--- config.mk ---
export PLATFORM = sky130hd
export DESIGN_NAME = dsp_simd_bist
export DESIGN_NICKNAME = d
export VERILOG_FILES = /design/src/rtl/dsp_simd_bist.sv
export SDC_FILE = /design/constraint.sdc
export NUM_CORES = 1
export LEC_CHECK = 0
export BUFFER_PORTS_ARGS = -buffer_cell sky130_fd_sc_hd__buf_2
export CAP_MARGIN = 0
export CORE_AREA = 3 3 176 178
export CTS_CLUSTER_SIZE = 25
export DETAILED_ROUTE_END_ITERATION = 16
export DIE_AREA = 0 0 179 181
export PLACE_DENSITY = 0.74
export SLEW_MARGIN = 25
export SYNTH_ARGS = -nofsm -noshare
export SYNTH_HDL_FRONTEND = slang
export SYNTH_SLANG_ARGS = --single-unit
--- constraint.sdc ---
create_clock -name clock_i -period 9.4 [get_ports clock_i]
set_input_delay 0 -clock clock_i [delete_from_list [all_inputs] [get_ports clock_i]]
set_output_delay 0 -clock clock_i [all_outputs]
set_load 0.005 [all_outputs]
--- src/rtl/dsp_simd_bist.sv ---
// dsp_simd_bist: LFSR-driven self-test that feeds a dual-lane 10x9 unsigned multiplier and checks its products
module dsp_simd_bist #(
  parameter int          NUM_VECTORS = 256,
  parameter int          LATENCY     = 1,
  parameter logic [31:0] SEED        = 32'h0000_0001
) (
  input  logic        clock_i,
  input  logic        reset_n_i,
  input  logic        start_i,
  output logic [9:0]  a0_o,
  output logic [9:0]  a1_o,
  output logic [8:0]  b0_o,
  output logic [8:0]  b1_o,
  input  logic [18:0] z0_i,
  input  logic [18:0] z1_i,
  output logic        busy_o,
  output logic        done_o,
  output logic        pass_o,
  output logic [15:0] err_count_o,
  output logic [15:0] first_fail_idx_o
);
  localparam logic [31:0] SEED_INIT = (SEED == 32'd0) ? 32'd1 : SEED;
  localparam logic [31:0] MASK = 32'h8020_0003;
  localparam logic [15:0] LAST = 16'(NUM_VECTORS - 1);
  typedef enum logic [1:0] {IDLE, RUN, DRAIN, DONE} state_t;
  state_t state, state_nx;
  logic go, launch, mis0, mis1;
  logic [31:0] lfsr, src, src_nx;
  logic [15:0] idx, idx_nx;
  logic [18:0] p0, p1;
  logic [16:0] err_sum;
  logic [LATENCY:0] vld;
  logic [LATENCY:0][18:0] exp0, exp1;
  logic [LATENCY:0][15:0] vidx;
  assign go = (state == IDLE || state == DONE) && start_i;
  assign launch = go || (state == RUN && idx != LAST);
  assign src = go ? SEED_INIT : lfsr;
  assign src_nx = src[0] ? (src >> 1) ^ MASK : src >> 1;
  assign idx_nx = go ? 16'd0 : idx + 16'd1;
  assign p0 = 19'(src[9:0]) * 19'(src[18:10]);
  assign p1 = 19'(src[28:19]) * 19'({src[31:29], src[5:0]});
  assign mis0 = vld[LATENCY] && (z0_i !== exp0[LATENCY]);
  assign mis1 = vld[LATENCY] && (z1_i !== exp1[LATENCY]);
  assign err_sum = {1'b0, err_count_o} + 17'(mis0) + 17'(mis1);
  assign busy_o = state == RUN || state == DRAIN;
  assign done_o = state == DONE;
  assign pass_o = done_o && err_count_o == 16'd0;
  always_comb begin
    state_nx = go ? RUN :
               (state == RUN && idx == LAST) ? DRAIN :
               (state == DRAIN && !(|vld)) ? DONE : state;
  end
  always_ff @(posedge clock_i) begin
    if (!reset_n_i) state <= IDLE;
    else state <= state_nx;
  end
  always_ff @(posedge clock_i) begin
    exp0 <= {exp0[LATENCY-1:0], p0};
    exp1 <= {exp1[LATENCY-1:0], p1};
    vidx <= {vidx[LATENCY-1:0], idx_nx};
    if (!reset_n_i) begin
      lfsr <= SEED_INIT;
      idx <= 16'd0;
      vld <= '0;
      a0_o <= '0;
      b0_o <= '0;
      a1_o <= '0;
      b1_o <= '0;
      err_count_o <= 16'd0;
      first_fail_idx_o <= 16'hFFFF;
    end else begin
      vld <= {vld[LATENCY-1:0], launch};
      a0_o <= launch ? src[9:0] : '0;
      b0_o <= launch ? src[18:10] : '0;
      a1_o <= launch ? src[28:19] : '0;
      b1_o <= launch ? {src[31:29], src[5:0]} : '0;
      if (go || state == RUN) lfsr <= src_nx;
      if (launch) idx <= idx_nx;
      if (go) begin
        err_count_o <= 16'd0;
        first_fail_idx_o <= 16'hFFFF;
      end else if (mis0 || mis1) begin
        err_count_o <= err_sum[16] ? 16'hFFFF : err_sum[15:0];
        if (first_fail_idx_o == 16'hFFFF) first_fail_idx_o <= vidx[LATENCY];
      end
    end
  end
endmodule
After elaboration in Yosys (flattened, before gate mapping)
Index checks and enable logic that the tools add are counted.
- bits in registers: 230
- logic and storage cells: 60
- add/subtract/negate cells: 3
- multiply operators: 2
- equality and inequality tests: 8
- multiplexer cells: 7
- bitwise operators: 2
- reductions and logical operators: 21
- operators by type and width (kind ; count):
    $mux 32 ; 2
    $mul 10x9->19 ; 2
    $nex 19x19->1 ; 2
    $mux 16 ; 2
    $add 16x1->17 ; 1
    $add 17x1->17 ; 1
    $add 16x1->16 const B ; 1
    $eq 16x16->1 const B ; 1
    $eq 16x8->1 const B ; 1
    $logic_not 16->1 ; 1
    $ne 16x8->1 const B ; 1
    $logic_and 1x1->1 ; 7
    $logic_or 1x1->1 ; 5
    $eq 2x2->1 const B ; 2
    $mux 2 ; 2
    $not 3->4 ; 1
    $reduce_and 2->1 ; 2
    $reduce_or 2->1 ; 2
    $reduce_bool 3->1 ; 1
    $eq 2x1->1 const B ; 1
    $logic_not 2->1 ; 1
    $reduce_bool 2->1 ; 1
    $logic_not 1->1 ; 1
    $mux 1 ; 1
    $not 1->1 ; 1

Longest topological paths before layout
Gate-level depths: netlist of the first run.
- word-level depth: 6
- depth in mapped cells: 23

Worst setup path before layout of the first run
Ideal clock, no wire load.
- path type: register -> register
- start: register state[0]
- end: register exp0[16] (netlist bit)
- arrival time: 5.406 ns
- setup slack: 3.922 ns
- cell stages (with the launch flop): 22
- period minus slack after synthesis: 5.478 ns
- cells stage by stage: dfxtp_1 -> inv_1 -> ha_1 -> nand2_1 -> clkbuf_1 -> clkbuf_1 -> buf_1 -> nand3_1 -> fa_1 -> inv_1 -> fa_1 -> inv_1 -> fa_1 -> fa_1 -> inv_1 -> ha_1 -> o21ai_0 -> nor2_1 -> o41ai_1 -> o21ai_0 -> o41ai_1 -> xnor2_1
- cells in the longest elaborated chain, start to end: 5
- elaborated cells between the ends (all ways): 6
- RTL lines (element ; RTL line ; text):
    from (decl) ; 26 ; state_t state, state_nx;
    from (signal assigned) ; 55 ; else state <= state_nx;
    $eq 2x2->1 / $logic_not 2->1 (equally long branches) ; 35 ; assign go = (state == IDLE || state == DONE) && start_i;
    $logic_or 1x1->1 (*) ; 35 ;
    $logic_and 1x1->1 (*) ; 35 ;
    $mux 32 (*) ; 37 ; assign src = go ? SEED_INIT : lfsr;
    $mul 10x9->19 (*) ; 40 ; assign p0 = 19'(src[9:0]) * 19'(src[18:10]);
    net p0[16] ; 30 ; logic [18:0] p0, p1;
    to (signal assigned) ; 58 ; exp0 <= {exp0[LATENCY-1:0], p0};
    to (decl) ; 33 ; logic [LATENCY:0][18:0] exp0, exp1;
The timed path passes the listed nets; every way through them passes the cells marked *.
A chain may end at the register's enable or synchronous reset.

Final worst setup path of the first run
Ends and elaborated chain as after synthesis.

==> results of run 1 <==
-- cell type report --
class	count	area [um^2]	share of cell area [%]
Multi-Input combinational cell	940	7880	53.0
Sequential cell	224	4480	30.2
Clock buffer	31	636	4.28
Timing Repair Buffer	120	628	4.23
Inverter	154	578	3.89
Tap cell	390	488	3.28
Clock inverter	10	168	1.13
-- worst max-delay path by stage --
| stage | slack [ns] | startpoint | to |
|---|---|---|---|
| finish | 2.90 | state[0] | exp0[16] |
| floorplan | 3.92 | state[0] | exp0[16] |
| global placement | 3.30 | state[0] | exp0[16] |
| global route | 2.38 | state[0] | exp0[16] |
| detailed placement | 2.95 | state[0] | exp0[16] |
| CTS | 2.91 | state[0] | exp0[16] |
-- through the flow --
step	hold slack, ns	std cells	util, %	setup WS (ns)	area [um^2]
floorplan	0.154	1407	-	3.92	13300
global placement	0.311	1826	47.5	3.30	14000
detailed placement	0.312	1826	47.5	2.95	14000
CTS	0.0990	1868	50.2	2.91	14800
global route	0.196	1869	50.3	2.38	14900
finish	0.134	1869	50.3	2.90	14900
-- power groups by stage --
stage | Combinational (mW) | Clock (mW) | Sequential, mW
after global routing | 0.133 | 1.01 | 0.978
after CTS | 0.119 | 0.974 | 0.977
after global placement | 0.116 | 0 | 0.998
final | 0.120 | 0.951 | 0.977
after floorplan | 0.0832 | 0 | 0.990
after detailed placement | 0.118 | 0 | 0.998
-- worst max-delay path: stages, from the launching register on --
cell      delay [ns]
dfxtp_1         0.38
inv_1           0.06
ha_1            0.35
nand2_4         0.37
buf_4           0.66
and2_1          0.49
nand2_1         0.13
fa_1            0.51
inv_1           0.04
ha_1            0.27
ha_1            0.14
inv_1           0.05
fa_1            0.53
inv_1           0.05
ha_1            0.23
fa_1            0.49
a211oi_1        0.28
nor2_1          0.13
o41ai_1         0.39
o21ai_0         0.26
o41ai_1         0.38
xnor2_1         0.18
-- cell usage in the layout (no fill, tap or decap), drive strengths merged, types with 25 or more instances in the layout --
cell    count
dfxtp     224
inv       156
and3      147
buf       119
nor2      118
fa        115
nand2     103
ha         84
xnor2      66
and2       31
clkbuf     31
nand3      30
xor2       27
a21oi      25
mux2i      25
-- routing by layer --
| metal | GRT usage [%] | routed length [um] | vias to the layer above |
|---|---|---|---|
| met2 | 31.5 | 14500 | 259 |
| met3 | 2.77 | 1600 | 59 |
| met4 | 5.21 | 741 | 0 |
| met1 | 23.7 | 12500 | 4740 |
| li1 | - | - | 4703 |
| met5 | 0 | 0 | - |
-- sequential cells by signal, indices dropped and copies added, names as in the netlist, 3 cells and up --
signal / count
b1_o: 3
lfsr: 32
b0_o: 9
vidx: 32
exp0: 38
a1_o: 10
a0_o: 10
exp1: 38
err_count_o: 16
idx: 16
first_fail_idx_o: 16
-- kinds of logic after synthesis --
group           synth area share (%)
simple gates                    19.8
mux                             1.88
fa+ha+maj                       25.2
xor+xnor                        6.13
buf+inv                         7.15
compound gates                  6.11
flops                           33.7
==> out/metrics.yaml, run 1 <==
place:
  hpwlAfterDp_um: 21300
  port_buffers: 113
  gp_congestion: 0.905
cts:
  cts_tree: "done"
  clkTransAtPathRegs_ns: 0.06
  clockBufferDepth: 3
  clock_latency_ns: 0.53
  post_cts_resized: 0
  numCtsBuffers: 23
  cts.sinks: 224
  h-tree-depth: 1
  cts_hold_buf: 1
  cts-root-buf: "clkbuf_16"
  cts_setup_buffers: 0
synthesis:
  yosysMostFrequentCell: "dfxtp_1"
  synth_ff_type: "dfxtp_1"
  synth-seq-cells: 224
  avgSynthCellArea_um2: 9.45
  async_reset_ff_share_pct: 0
  yosysTopAreaCell: "dfxtp_1"
  synth_common_cells: "dfxtp_1, inv_1, and3_1"
  yosysUniqueCellTypes: 56
  synthTopCellsByArea: "dfxtp_1, fa_1, ha_1, and3_1, xnor2_1"
  synth_edf_count: 0
  ys_seq_area_share_pct: 33.7
  syn_area_um2: 13300
  syn-num-nets: 1647
  netlist_instances: 1407
  ys_warn_count: 0
  yosysTopAreaCellShare_pct: 33.7
power_and_ir_drop:
  total_power_mw: 2.05
  p_comb_share_pct: 5.9
  switching_share_pct: 23.3
  leakagePower_nw: 7.53
  pwr-share-clk_pct: 46.4
  ir_drop_uv: 114
  p_seq_share_pct: 47.7
  p_per_area_nw_per_um2: 138
  p_sw_mw: 0.478
  p_int_mw: 1.57
global_routing:
  grt_pass1_vias: 9923
  gr-total-overflow: 0
  grt_pass1_wl_um: 49200
  antenna_found_initial: 0
  grt_max_degree: 97
  grt_usage_pct: 18.3
die:
  die_height_um: 181
  initial_core_util_pct: 45.0
  die_w_um: 179
  ios: 114
  design.core.area_um2: 29600
  rows: 63
  dieArea_um2: 32400
sta:
  setup_tns_ns: 0
  worst_pin_slew_ns: 0.949
  drv_slew: 0
  fmax_mhz: 154
  hold_viol_final: 0
  layout_min_cycle_time_ns: 6.50
  setup_viol_count_final: 0
  rsz0062_at_grt: "false"
  fin_skew_ns: 0.0129
  fin_crit_sh_pct: 69.2
  relSlewSlack_pct: 36.2
final_layout:
  syn2layout_area_growth_pct: 11.8
  drive_gt1_share_pct: 11.6
  fillers: 2724
  nNetsFinal: 1703
  n_antenna_cell: 0
route:
  first_pass_iters: 5
  drt-total-wl_um: 29400
  drt-initial-drc-count: 737
  drc: 0
  vias_per_cell: 5.22
  via_count: 9761
  wl_per_cell_um: 15.7
  postRouteAntennaNets: 0
worst_setup_path:
  cp-start-kind: "flip-flop"
  worstSetupPathType: "flip-flop to flip-flop"
  critPathArrivalTime_ns: 6.95
  rrSetupSlack_ns: 2.90
  r2r-end: "exp0[16]"
  r2r_cells: 21
  timing.rr.start: "state[0]"
  cp_max_fo: 96
  critPathRequiredTime_ns: 9.85
  endpoint_kind: "flip-flop"
flow_run:
  drv_cap: 0
outcome:
  status: "finished, final reports clean"
min_path:
  whs_endpoint: "state[0]"
  worstHoldStart: "start_i"
  min_path_type: "primary input to flip-flop"
  whs_path_depth: 3
Note: power is estimated with default switching activity, not from simulation.
==> inputs of run 2 (changes only) <==
clock period = 6.4 ns   (was 9.4 ns; I/O delays follow)
==> run 2 against run 1 <==
  * Global-route usage shrank 0.34 points
  * Non-clock buffer count grew 2
  * Critical endpoint unchanged
  * Worst setup slack lost 2.3 ns
  * First-iteration DRC count shrank 13%
  * Wire length shrank 0.95%
  * Maximum frequency grew 13%
  * Final cell count shrank 0.11%
  * Utilization is essentially flat
  * Critical path depth shrank 2
  * Flip-flop and latch count is the same
  * Sequential share of layout area is essentially flat
==> out/metrics.yaml, run 2 (synthesized netlist as in run 1, its figures left out) <==
route:
  drc: 0  # unchanged
  via_count: 9663  # -1.0%
  vias_per_cell: 5.18  # -0.90%
  postRouteAntennaNets: 0  # unchanged
  drt-total-wl_um: 29100  # -0.95%
  wl_per_cell_um: 15.6  # -0.84%
  first_pass_iters: 5  # unchanged
  drt-initial-drc-count: 639  # -13%
global_routing:
  grt_usage_pct: 17.9  # -0.34 points
  grt_pass1_vias: 9755  # -1.7%
  antenna_found_initial: 0  # unchanged
  grt_max_degree: 64  # -34%
  gr-total-overflow: 0  # unchanged
  grt_pass1_wl_um: 47700  # -2.9%
final_layout:
  final_common_cell: "dfxtp_1"
  nNetsFinal: 1704  # +0.059%
  drive_gt1_share_pct: 11.6  # -0.052 points
  syn2layout_area_growth_pct: 11.8  # about the same
  fin_util_pct: 50.3  # about the same
  multi_input_area_um2: 7880  # unchanged
  reg.largest.list: "exp0: 38 flops, exp1: 38 flops"
  layout_common_cells: "dfxtp_1, inv_1, and3_1"
  fillers: 2691  # -1.2%
  regArea_um2: 4480  # unchanged
  n_antenna_cell: 0  # unchanged
worst_setup_path:
  critPathArrivalTime_ns: 6.20  # -0.75 ns
  cp-start-kind: "flip-flop"
  crit_family: "adder cells"
  cp_max_fo: 62  # -35%
  cpPeakStageDelay_ns: 0.56  # -0.10 ns
  worst_path_max_delay_cell: "fa_1"
  worstSetupPathType: "flip-flop to flip-flop"
  critPathRequiredTime_ns: 6.84  # -3.01 ns
  worstPathCellList: "inv_1, ha_1, nand2_4, buf_4, nand3_1, fa_1, inv_1, fa_1, inv_1, fa_1, fa_1, inv_1, ha_1, o21ai_0, nor2_1, o41ai_1, o21ai_0, o41ai_1, xnor2_1"
  endpoint_kind: "flip-flop"
  path_buf_inv: 5  # unchanged
die:
  ios: 114  # unchanged
  die_w_um: 179  # unchanged
  dieArea_um2: 32400  # unchanged
  design.core.area_um2: 29600  # unchanged
  die_height_um: 181  # unchanged
  rows: 63  # unchanged
  initial_core_util_pct: 45.0  # unchanged
sta:
  fin_skew_ns: 0.0134  # +0.000535 ns
  hold_viol_final: 0  # unchanged
  drv_slew: 0  # unchanged
  setup_viol_count_final: 0  # unchanged
  fmax_mhz: 174  # +13%
  fin_crit_sh_pct: 90.0  # +21 points
  worst_pin_slew_ns: 0.948  # -0.00138 ns
  setup_tns_ns: 0  # unchanged
  layout_min_cycle_time_ns: 5.76  # -0.745 ns
  rsz0062_at_grt: "false"
  relSlewSlack_pct: 36.3  # +0.093 points
power_and_ir_drop:
  p_per_area_nw_per_um2: 203  # +48%
  ir_drop_uv: 184  # +61%
  total_power_mw: 3.02  # +48%
  leakagePower_nw: 7.53  # about the same
place:
  gp_congestion: 0.861  # -4.9%
  hpwlAfterDp_um: 21100  # -0.95%
  port_buffers: 113  # unchanged
min_path:
  min_path_type: "primary input to flip-flop"
cts:
  clockBufferDepth: 3  # unchanged
  cts_setup_buffers: 0  # unchanged
  cts-root-buf: "clkbuf_16"
  h-tree-depth: 1  # unchanged
  cts.sinks: 224  # unchanged
  clock_latency_ns: 0.52  # about the same
  cts_tree: "done"
  clkTransAtPathRegs_ns: 0.07  # about the same
  numCtsBuffers: 22  # -4.3%
outcome:
  status: "finished, final reports clean"
flow_run:
  drv_cap: 0  # unchanged
## run 2: cell types whose count changed in the layout (fill, tap and decap cells not counted), sizes merged
cell and delta:
clkbuf -4, bufinv +2, clkinv -2, buf +1, clkinvlp +1, dlygate4sd3 +1
inv -1
## run 2: tightest hold or removal path: stages
cell and delay (ns):
buf_2 0.08, xnor2_1 0.05, nand4_1 0.11, nor4_4 0.08
nand4_1 0.19, a21o_1 0.14, and3_1 0.14
## run 2: metal layers
layer  vias up  share of wire (%)  GRT usage [%]
met5         -                  0              0
met4         0                2.9           6.39
met3        59                5.5           2.65
met2       263                 49           30.7
met1      4639                 42           22.9
li1       4702                  -              -
## run 2: final timing paths
kind             from         endpoint  slack [ns]  cells after the start
max          state[0]         exp0[16]        0.64                     19
min           z0_i[0]  err_count_o[11]        0.30                      7
max reg2reg  state[0]         exp0[16]        0.64                     19
min reg2reg   exp1[9]         exp1[28]        0.32                      0
## run 2: final cells by class
| type | count | area share (%) |
|---|---|---|
| multi-input combinational | 940 | 53.0 |
| timing repair buffer | 122 | 4.35 |
| inverter | 154 | 3.89 |
| clock buffer | 27 | 3.97 |
| sequential | 224 | 30.2 |
| clock inverter | 10 | 1.33 |
| tap | 390 | 3.28 |
## run 2: per-stage QoR
stage                     std cells  setup WS, ns  cell area (um^2)  hold WS, ns
after floorplan                1407         0.922             13300        0.154
after global placement         1827         0.886             14000        0.311
after detailed placement       1827         0.707             14000        0.312
after CTS                      1866         0.678             14800        0.293
after global routing           1867         0.258             14900        0.328
final                          1867         0.643             14900        0.301
## run 2: where the power goes
part	internal [mW]	leakage [nW]	switching, mW
registers	1.41	1.81	0.0222
logic	0.0628	5.34	0.116
clock network	0.860	0.377	0.549
total	2.34	7.53	0.687
## run 2: what timing repair did
action / CTS / global route
gates resized for setup: 0 / 0
endpoints found under the hold margin: 21 / 0
hold buffers: 2 / 0
